$ cat config.mk
export PLATFORM = sky130hd
export DESIGN_NAME = mem_ctrl
export DESIGN_NICKNAME = d
export VERILOG_FILES = /design/src/rtl/mem_ctrl.sv
export SDC_FILE = /design/constraint.sdc
export NUM_CORES = 1
export LEC_CHECK = 0
export CAP_MARGIN = 20
export CELL_PAD_IN_SITES_DETAIL_PLACEMENT = 1
export CELL_PAD_IN_SITES_GLOBAL_PLACEMENT = 2
export CORE_UTILIZATION = 25
export CTS_BUF_LIST = sky130_fd_sc_hd__clkbuf_4 sky130_fd_sc_hd__clkbuf_8
export DETAILED_ROUTE_END_ITERATION = 7
export DONT_BUFFER_PORTS = 1
export GPL_TIMING_DRIVEN = 0
export PLACE_DENSITY_LB_ADDON = 0.1
export SETUP_SLACK_MARGIN = 0.02
export SLEW_MARGIN = 20
export SYNTH_ARGS = -nofsm -noshare
export SYNTH_HDL_FRONTEND = slang
export SYNTH_SLANG_ARGS = --single-unit
$ cat constraint.sdc
create_clock -name clk_i -period 2.8 [get_ports clk_i]
set_clock_uncertainty 0.2 [all_clocks]
set_input_delay 0.56 -clock clk_i [delete_from_list [all_inputs] [get_ports clk_i]]
set_output_delay 0.56 -clock clk_i [all_outputs]
set_load 0.005 [all_outputs]
$ cat src/rtl/mem_ctrl.sv
// mem_ctrl: cache-line read/write controller for a shared A2/D2/C2 memory bus,
// with a response timeout.
module mem_ctrl #(
   parameter int LINE_WORDS = 8,
   parameter int TIMEOUT    = 200
) (
   input  logic                       clk_i,
   input  logic                       rst_ni,
   input  logic                       req_i,
   input  logic                       we_i,
   input  logic [13:0]                line_addr_i,
   input  logic [LINE_WORDS*16-1:0]   wdata_i,
   output logic [LINE_WORDS*16-1:0]   rdata_o,
   output logic                       done_o,
   output logic                       err_o,
   output logic                       busy_o,
   output logic [13:0]                a2_o,
   output logic                       a2_oe_o,
   output logic [15:0]                d2_o,
   output logic                       d2_oe_o,
   input  logic [15:0]                d2_i,
   output logic [1:0]                 c2_o,
   output logic                       c2_oe_o,
   input  logic [1:0]                 c2_i
);
   localparam int BW = LINE_WORDS > 1 ? $clog2(LINE_WORDS) : 1;
   localparam int CW = $clog2(TIMEOUT + 1);
   localparam logic [1:0] C_NOP = 2'd0, C_RESP = 2'd1, C_RD = 2'd2, C_WR = 2'd3;
   localparam logic [BW-1:0] LAST = BW'(LINE_WORDS - 1);

   typedef enum logic [2:0] {IDLE, RD_CMD, RD_WAIT, RD_DATA, WR_DATA, WR_WAIT, FIN} state_t;

   state_t                   state_q, state_d;
   logic [BW-1:0]            beat_q, beat_d;
   logic [CW-1:0]            cnt_q, cnt_d, cnt_inc;
   logic [13:0]              addr_q, addr_d;
   logic [LINE_WORDS*16-1:0] wdata_q, wdata_d, rdata_q, rdata_d;
   logic                     err_q, err_d;
   logic                     resp;

   always_ff @(posedge clk_i or negedge rst_ni) begin
      if (!rst_ni) begin
         state_q <= IDLE;
         beat_q  <= '0;
         cnt_q   <= '0;
         addr_q  <= '0;
         wdata_q <= '0;
         rdata_q <= '0;
         err_q   <= 1'b0;
      end else begin
         state_q <= state_d;
         beat_q  <= beat_d;
         cnt_q   <= cnt_d;
         addr_q  <= addr_d;
         wdata_q <= wdata_d;
         rdata_q <= rdata_d;
         err_q   <= err_d;
      end
   end

   assign resp    = c2_i == C_RESP;
   assign cnt_inc = cnt_q == CW'(TIMEOUT) ? cnt_q : cnt_q + 1'b1;

   // A response on the cycle the counter would expire wins over the timeout.
   always_comb begin
      state_d = state_q;
      beat_d  = beat_q;
      cnt_d   = cnt_q;
      addr_d  = addr_q;
      wdata_d = wdata_q;
      rdata_d = rdata_q;
      err_d   = 1'b0;
      case (state_q)
         IDLE: if (req_i) begin
            addr_d  = line_addr_i;
            wdata_d = wdata_i;
            beat_d  = '0;
            state_d = we_i ? WR_DATA : RD_CMD;
         end
         RD_CMD: begin
            cnt_d   = '0;
            state_d = RD_WAIT;
         end
         RD_WAIT, WR_WAIT: begin
            cnt_d = cnt_inc;
            if (resp) begin
               if (state_q == RD_WAIT) rdata_d[15:0] = d2_i;
               beat_d  = BW'(1);
               state_d = state_q == RD_WAIT ? (LINE_WORDS > 1 ? RD_DATA : FIN) : FIN;
            end else if (cnt_inc == CW'(TIMEOUT)) begin
               err_d   = 1'b1;
               state_d = IDLE;
            end
         end
         RD_DATA: begin
            rdata_d[16*beat_q +: 16] = d2_i;
            beat_d  = beat_q + 1'b1;
            state_d = beat_q == LAST ? FIN : RD_DATA;
         end
         WR_DATA: begin
            beat_d  = beat_q + 1'b1;
            cnt_d   = '0;
            state_d = beat_q == LAST ? WR_WAIT : WR_DATA;
         end
         FIN:     state_d = IDLE;
         default: state_d = IDLE;
      endcase
   end

   // Bus drives decode from the state register only, so they never follow c2_i/d2_i.
   always_comb begin
      a2_oe_o = state_q == RD_CMD || (state_q == WR_DATA && beat_q == '0);
      c2_oe_o = state_q == RD_CMD || state_q == WR_DATA;
      d2_oe_o = state_q == WR_DATA;
      c2_o    = state_q == RD_CMD ? C_RD : (state_q == WR_DATA && beat_q == '0) ? C_WR : C_NOP;
      a2_o    = addr_q;
      d2_o    = wdata_q[16*beat_q +: 16];
      done_o  = state_q == FIN;
      busy_o  = state_q != IDLE;
      err_o   = err_q;
      rdata_o = rdata_q;
   end
endmodule

==> impl_results.md, run 1 <==
* Global route overflow at 0
* Antenna-violating nets left at 0
* Pleak at between 7 and 8 nW
* Detailed Route WL at around 45000 µm
* Non-filler cells, final at slightly above 2000
* Worst vdd ir at around 0.00048 V
* Unique masters post-synth at 60
* Pre-CTS setup slack at -1.25 ns
* Mapped Cells at about 1100
* Slew @ Worst Pin at roughly 0.67 ns
* Mapped Area at 0.0126 mm²
* Vias in the first global route at approximately 10000
* Vert. Die Dim at roughly 230 µm
* Cells along the critical path: buf_12 > buf_8 > buf_8 > mux4_2 > nand2_4 > nand2_4
* CTS Sinks at approximately 290
* Chip width at roughly 230 µm
* Detailed placement HPWL at between 30000 and 40000 µm
* Fin. Hold Viols at 285
* Clock buffer depth at 3
* Top cells by count, synth: dfrtp_1 (285), nand2_1 (264), mux2_2 (170)
* Largest net degree at the start of global routing at 286
* Pins Over Slew Limit at 0
* IO Count at 330
* CTS tree: yes
* EDFF count, synth at 0
* Max Freq at between 300 and 400 MHz
* Clock Latency Late Sink at 0.63 ns
* Tmin final at ~2.9 ns
* Via count at just over 9000
* Placed cell count at 1724
* RSZ-0062 raised after global routing: yes
* # port buffers at 0
* Inserted Clock Buffers at 56
* Slowest CP cell: mux4_2
* TNS Setup at -0.478 ns
* First-pass GRT wire length at between 60000 and 70000 µm
* Top delay family on crit path: multiplexers
* Most common cell in the netlist: dfrtp_1
* Nets at roughly 1500
* Slew HR at 0.550
* Area share of the largest cell type after synthesis at 0.565
* First DRT Iteration DRCs at around 450
* Crit path buf inv count at 3
* Failing checks: hold timing, setup timing
* CP max FO at 6
* Crit Path Class: flip-flop to primary output
* Fin area at about 0.017 mm²
* Final Cycle Share at 1.02
* Placed cell areas at between 0.01 and 0.015 mm²
* Placer Congestion at around 0.73
* Worst R2R End: rdata_o[107]$_DFFE_PN0P_
* Mapped Nets at ~1200
* YS warnings at 0
* H-tree levels at 2
* Hold_buf cts at between 150 and 200
* CTS clk-pin slew, worst paths at about 0.060 ns
* Finished Core Util at 0.343
* Residual DRC count at 0
* Cell taking the most area after synthesis: dfrtp_1
* Largest cells by area after synthesis: dfrtp_1 (56%), mux2_2 (15%), nand2_1 (7.8%), mux4_2 (5.7%), o21ai_0 (4.3%)
* Synth Flop Type: dfrtp_1
* Reg-to-reg startpoint: beat_q[0]$_DFFE_PN0P_
* Share of layout cells above drive strength 1 at 0.339
* Min-delay worst type: primary input to async pin
* Crit path DAT at 2.11 ns
* Synth async-reset ratio at 1.00
* Die ar. at ~0.05 mm²
* Row count at 81
* Mean Syn Cell Area at roughly 12 µm²
* Starting density of the core at 0.256
* WL per Instance at between 20 and 25 µm
* Drt pass-1 iters at 4
* R2r worst-path depth at 7
* MaxCap Viol Count at 0
* Initial antenna violation count at 9
* Area Overhead vs Synth at 34.1%
* Core area at just under 0.05 mm²
* Total track usage at 0.175
* Setup violations, final at 12
* Hold_ws at -0.555 ns
* FF-to-FF setup slack at ~0.22 ns
* Crit-path max cell delay at ~0.53 ns
* Worst Setup End Kind: primary output
* Pwr dens at 1110 mW/mm²
* Startpoint types: flip-flop
* Status: finished, violations left
* Register bit count reported by yosys at about 290
* Final total power at about 19 mW
* Required time of the critical path at 2.04 ns
* Drt via density at 4.60
* Sequential-to-total area share from yosys stat at 0.565
* Clock root cell: clkbuf_8
* Setup WS post-layout at -0.0676 ns
-- sequential cells by signal (all words and copies together), names as in the netlist --
name / cells
a2_o: 14
err_o: 1
wdata_q: 128
state_q: 3
cnt_q: 8
beat_q: 3
rdata_o: 128
-- repair_timing --
action / CTS / global route
cloned: 2 / 0
endpoints found under the setup margin: 150 / 121
gates resized for setup: 101 / 49
endpoints found under the hold margin: 556 / 285
pin swaps: 20 / 9
setup buffers: 17 / 12
-- cells by family after synthesis --
group	synth area share
xor+xnor	0.000694
simple gates	0.110
buf+inv	0.0302
compound gates	0.0710
mux	0.216
flops	0.565
fa+ha+maj	0.00793
-- cell type report --
| type | count | area, µm² |
|---|---|---|
| fill | 5457 | 32400 |
| sequential | 285 | 7130 |
| multi-input combinational | 694 | 5310 |
| timing repair buffer | 189 | 1880 |
| clock buffer | 92 | 1140 |
| tap | 664 | 831 |
| buffer | 65 | 478 |
| clock inverter | 7 | 91.3 |
| inverter | 10 | 55.1 |
| antenna | 6 | 15.0 |
-- worst max path at each step --
stage                                     start                      end  slack, ns  depth (start not counted)
after global routing      beat_q[0]$_DFFE_PN0P_                 d2_o[11]      -0.19                          6
after global placement    beat_q[2]$_DFFE_PN0P_  rdata_o[57]$_DFFE_PN0P_      -1.20                         11
after detailed placement  beat_q[2]$_DFFE_PN0P_  rdata_o[62]$_DFFE_PN0P_      -1.25                         11
final                     beat_q[0]$_DFFE_PN0P_                 d2_o[11]      -0.07                          6
after floorplan           beat_q[1]$_DFFE_PN0P_  rdata_o[10]$_DFFE_PN0P_       0.13                         10
after CTS                 beat_q[0]$_DFFE_PN0P_                 d2_o[15]      -0.19                          6
-- per-layer routing --
metal,up-vias,share of wire,wire (µm),track usage
met5,-,0.00040,18,0
met4,4,0.018,799,0.0503
met3,62,0.080,3580,0.0604
met2,265,0.48,21500,0.286
met1,4728,0.42,18700,0.217
li1,4194,-,-,-
-- placed cells by master (no fill, tap or decap), types with 8 or more instances in the layout --
cell type	instances
dfrtp_1	284
nand2_1	222
mux2_2	170
dlygate4sd3_1	159
o21ai_0	106
clkbuf_8	72
nand2_2	38
buf_4	38
mux4_2	32
clkbuf_4	25
buf_2	17
clkbuf_2	16
a21oi_1	12
nor2_1	9
inv_1	8
-- worst register-to-register path, cell delays in order (launching register included) --
cell	delay, ns
dfrtp_2	0.43
inv_1	0.25
ha_4	0.20
ha_4	0.22
nor4_2	0.41
nand2_1	0.25
clkbuf_1	0.30
o21ai_0	0.23
-- report_power, final --
group / leakage [nW] / switching, mW / internal (mW)
combinational: 3.40 / 3.20 / 3.60
clock: 0.654 / 1.90 / 2.74
sequential: 3.12 / 1.40 / 5.98
total: 7.17 / 6.50 / 12.3
(Power assumes the default switching activity.)
==> run 2: changes to the inputs <==
==> constraint.sdc (replaced) <==
create_clock -name clk_i -period 3.7 [get_ports clk_i]
set_clock_uncertainty 0.2 [all_clocks]
set_input_delay 0.74 -clock clk_i [delete_from_list [all_inputs] [get_ports clk_i]]
set_output_delay 0.74 -clock clk_i [all_outputs]
set_load 0.005 [all_outputs]
==> run 2 against run 1 <==
  * The flow finishes with violations (hold timing)
  * Worst hold slack better by 0.16 ns
  * Non-clock buffer count down 26
  * Critical endpoint is now d2_o[12]
  * Critical path depth down 1
  * Cell area down 3.6%
  * Largest cell class unchanged
  * Sequential power down 24%
  * Clock-buffer cell count up 1
  * Via count down 1.6%
  * Register-to-register slack better by 0.18 ns
==> impl_results.md, run 2 (synthesis results as in run 1) <==
* # port buffers at 0 (unchanged)
* Pre-CTS setup slack at -0.312 ns (was -1.25 ns)
* Failing checks: hold timing (was hold timing, setup timing)
* Hold_buf cts at 158 (was 159)
* Chip width at 227 µm (unchanged)
* Drt pass-1 iters at 4 (unchanged)
* Placer Congestion at 0.719 (was 0.735)
* First DRT Iteration DRCs at 401 (was 451)
* Vias in the first global route at 9920 (was 10100)
* Slew @ Worst Pin at 0.808 ns (was 0.667 ns)
* Vert. Die Dim at 227 µm (unchanged)
* H-tree levels at 2 (unchanged)
* Most frequent cells in the layout: dfrtp_1 (285), nand2_1 (264), mux2_2 (170) (was dfrtp_1 (284), nand2_1 (222), mux2_2 (170))
* Largest net degree at the start of global routing at 286 (unchanged)
* CP max FO at 10 (was 6)
* Cells along the critical path: buf_2 > clkbuf_1 > mux4_2 > nand2_1 > nand2_1 (was buf_12 > buf_8 > buf_8 > mux4_2 > nand2_4 > nand2_4)
* Commonest non-fill, non-tap cell in the layout: dfrtp_1 (unchanged)
* CTS clk-pin slew, worst paths at 0.06 ns (about the same)
* Setup WS post-layout at 0.158 ns (was -0.0676 ns)
* IO Count at 330 (unchanged)
* Pleak at 6.88 nW (was 7.17 nW)
* Crit Path Class: flip-flop to primary output (unchanged)
* Status: finished, violations left (unchanged)
* Required time of the critical path at 2.76 ns (was 2.04 ns)
* Row count at 81 (unchanged)
* Crit path DAT at 2.60 ns (was 2.11 ns)
* Setup violations, final at 0 (was 12)
* Finished Core Util at 0.331 (was 0.343)
* Fin area at 0.0163 mm² (was 0.0169 mm²)
* Initial antenna violation count at 6 (was 9)
* Die ar. at 0.0514 mm² (unchanged)
* Nets at 1448 (was 1473)
* Core area at 0.0494 mm² (unchanged)
* Crit path buf inv count at 2 (was 3)
* Worst vdd ir at 0.000362 V (was 0.000477 V)
* WL per Instance at 22.2 µm (about the same)
* Clock buffer depth at 3 (unchanged)
* Via count at 9102 (was 9253)
* Slowest CP cell: clkbuf_1 (was mux4_2)
* Startpoint types: flip-flop (unchanged)
* Antenna-violating nets left at 0 (unchanged)
* CTS Sinks at 285 (unchanged)
* RSZ-0062 raised after global routing: no (was yes)
* Area Overhead vs Synth at 29.3% (was 34.1%)
* Fin. Hold Viols at 285 (unchanged)
* Global route overflow at 0 (unchanged)
* Clock Latency Late Sink at 0.64 ns (was 0.63 ns)
* Worst Setup End Kind: primary output (unchanged)
* Final total power at 13.5 mW (was 18.8 mW)
* Starting density of the core at 0.256 (unchanged)
* CP most frequent cell: nand2_1
* CTS tree: yes (unchanged)
* Max Freq at 282 MHz
* Residual DRC count at 0 (unchanged)
* Total track usage at 0.174 (was 0.175)
* Fill cells at 5459 (was 5457)
* Top delay family on crit path: buffers and inverters (was multiplexers)
* Min-delay worst type: primary input to async pin (unchanged)
* Tmin final at about 3.5 ns
* Placed cell areas at 0.0135 mm² (about the same)
* Placed cell count at 1724 (unchanged)
* Slew HR at 0.461 (was 0.550)
* Drt via density at 4.57 (was 4.60)
* Pins Over Slew Limit at 0 (unchanged)
* Detailed placement HPWL at 30800 µm (was 30900 µm)
* Inserted Clock Buffers at 57 (was 56)
* Non-filler cells, final at 1990 (was 2012)
* Post-CTS Setup Inserts at 0 (was 17)
* Hold_ws at -0.400 ns (was -0.555 ns)
* Pwr dens at 827 mW/mm² (was 1110 mW/mm²)
* MaxCap Viol Count at 0 (unchanged)
* TNS Setup at 0 ns (was -0.478 ns)
* Share of layout cells above drive strength 1 at 0.276 (was 0.339)
* First-pass GRT wire length at 66200 µm (was 66700 µm)
* Clock root cell: clkbuf_8 (unchanged)
* Final Cycle Share at 0.957
* Crit-path max cell delay at 0.65 ns (was 0.53 ns)
* Detailed Route WL at 44200 µm (was 44600 µm)
## run 2: layout make-up
class	count	area, µm²	area share
inverter	10	38.8	0.00238
timing repair buffer	158	1580	0.0969
multi-input combinational	694	5140	0.315
clock buffer	93	1160	0.0711
antenna	5	12.5	0.000766
clock inverter	11	77.6	0.00475
tap	664	831	0.0509
buffer	70	358	0.0219
sequential	285	7130	0.437
## run 2: power breakdown
part	total, mW	internal (mW)	switching (mW)	leakage, nW
sequential	5.58	4.52	1.06	3.12
combinational	4.45	2.27	2.18	3.10
clock	3.48	1.99	1.49	0.661
## run 2: per-layer routing
| metal | up-vias | global-route usage | wire (µm) |
|---|---|---|---|
| li1 | 4140 | - | - |
| met1 | 4622 | 0.209 | 17900 |
| met2 | 269 | 0.283 | 21100 |
| met3 | 69 | 0.0723 | 4280 |
| met4 | 2 | 0.0471 | 847 |
| met5 | - | 0.00293 | 13 |
## run 2: worst paths after layout
kind                                               from                  endpoint  slack, ns  cells past startpoint
worst max-delay path              beat_q[1]$_DFFE_PN0P_                  d2_o[12]       0.16                      5
worst min register to register  wdata_q[68]$_DFFE_PN0P_   wdata_q[68]$_DFFE_PN0P_       0.30                      1
min in group clk_i                              d2_i[9]  rdata_o[105]$_DFFE_PN0P_       0.06                      2
max in group asynchronous                        rst_ni  rdata_o[114]$_DFFE_PN0P_       3.07                      0
worst max register to register    beat_q[1]$_DFFE_PN0P_   rdata_o[47]$_DFFE_PN0P_       0.40                     10
worst min-delay path                             rst_ni      a2_o[10]$_DFFE_PN0P_      -0.40                      0
## run 2: what timing repair did
item | CTS | global route
setup endpoints to repair | 106 | 27
pin swaps | 0 | 0
endpoints found under the hold margin | 552 | 285
gates resized for setup | 8 | 4
cloned | 0 | 0
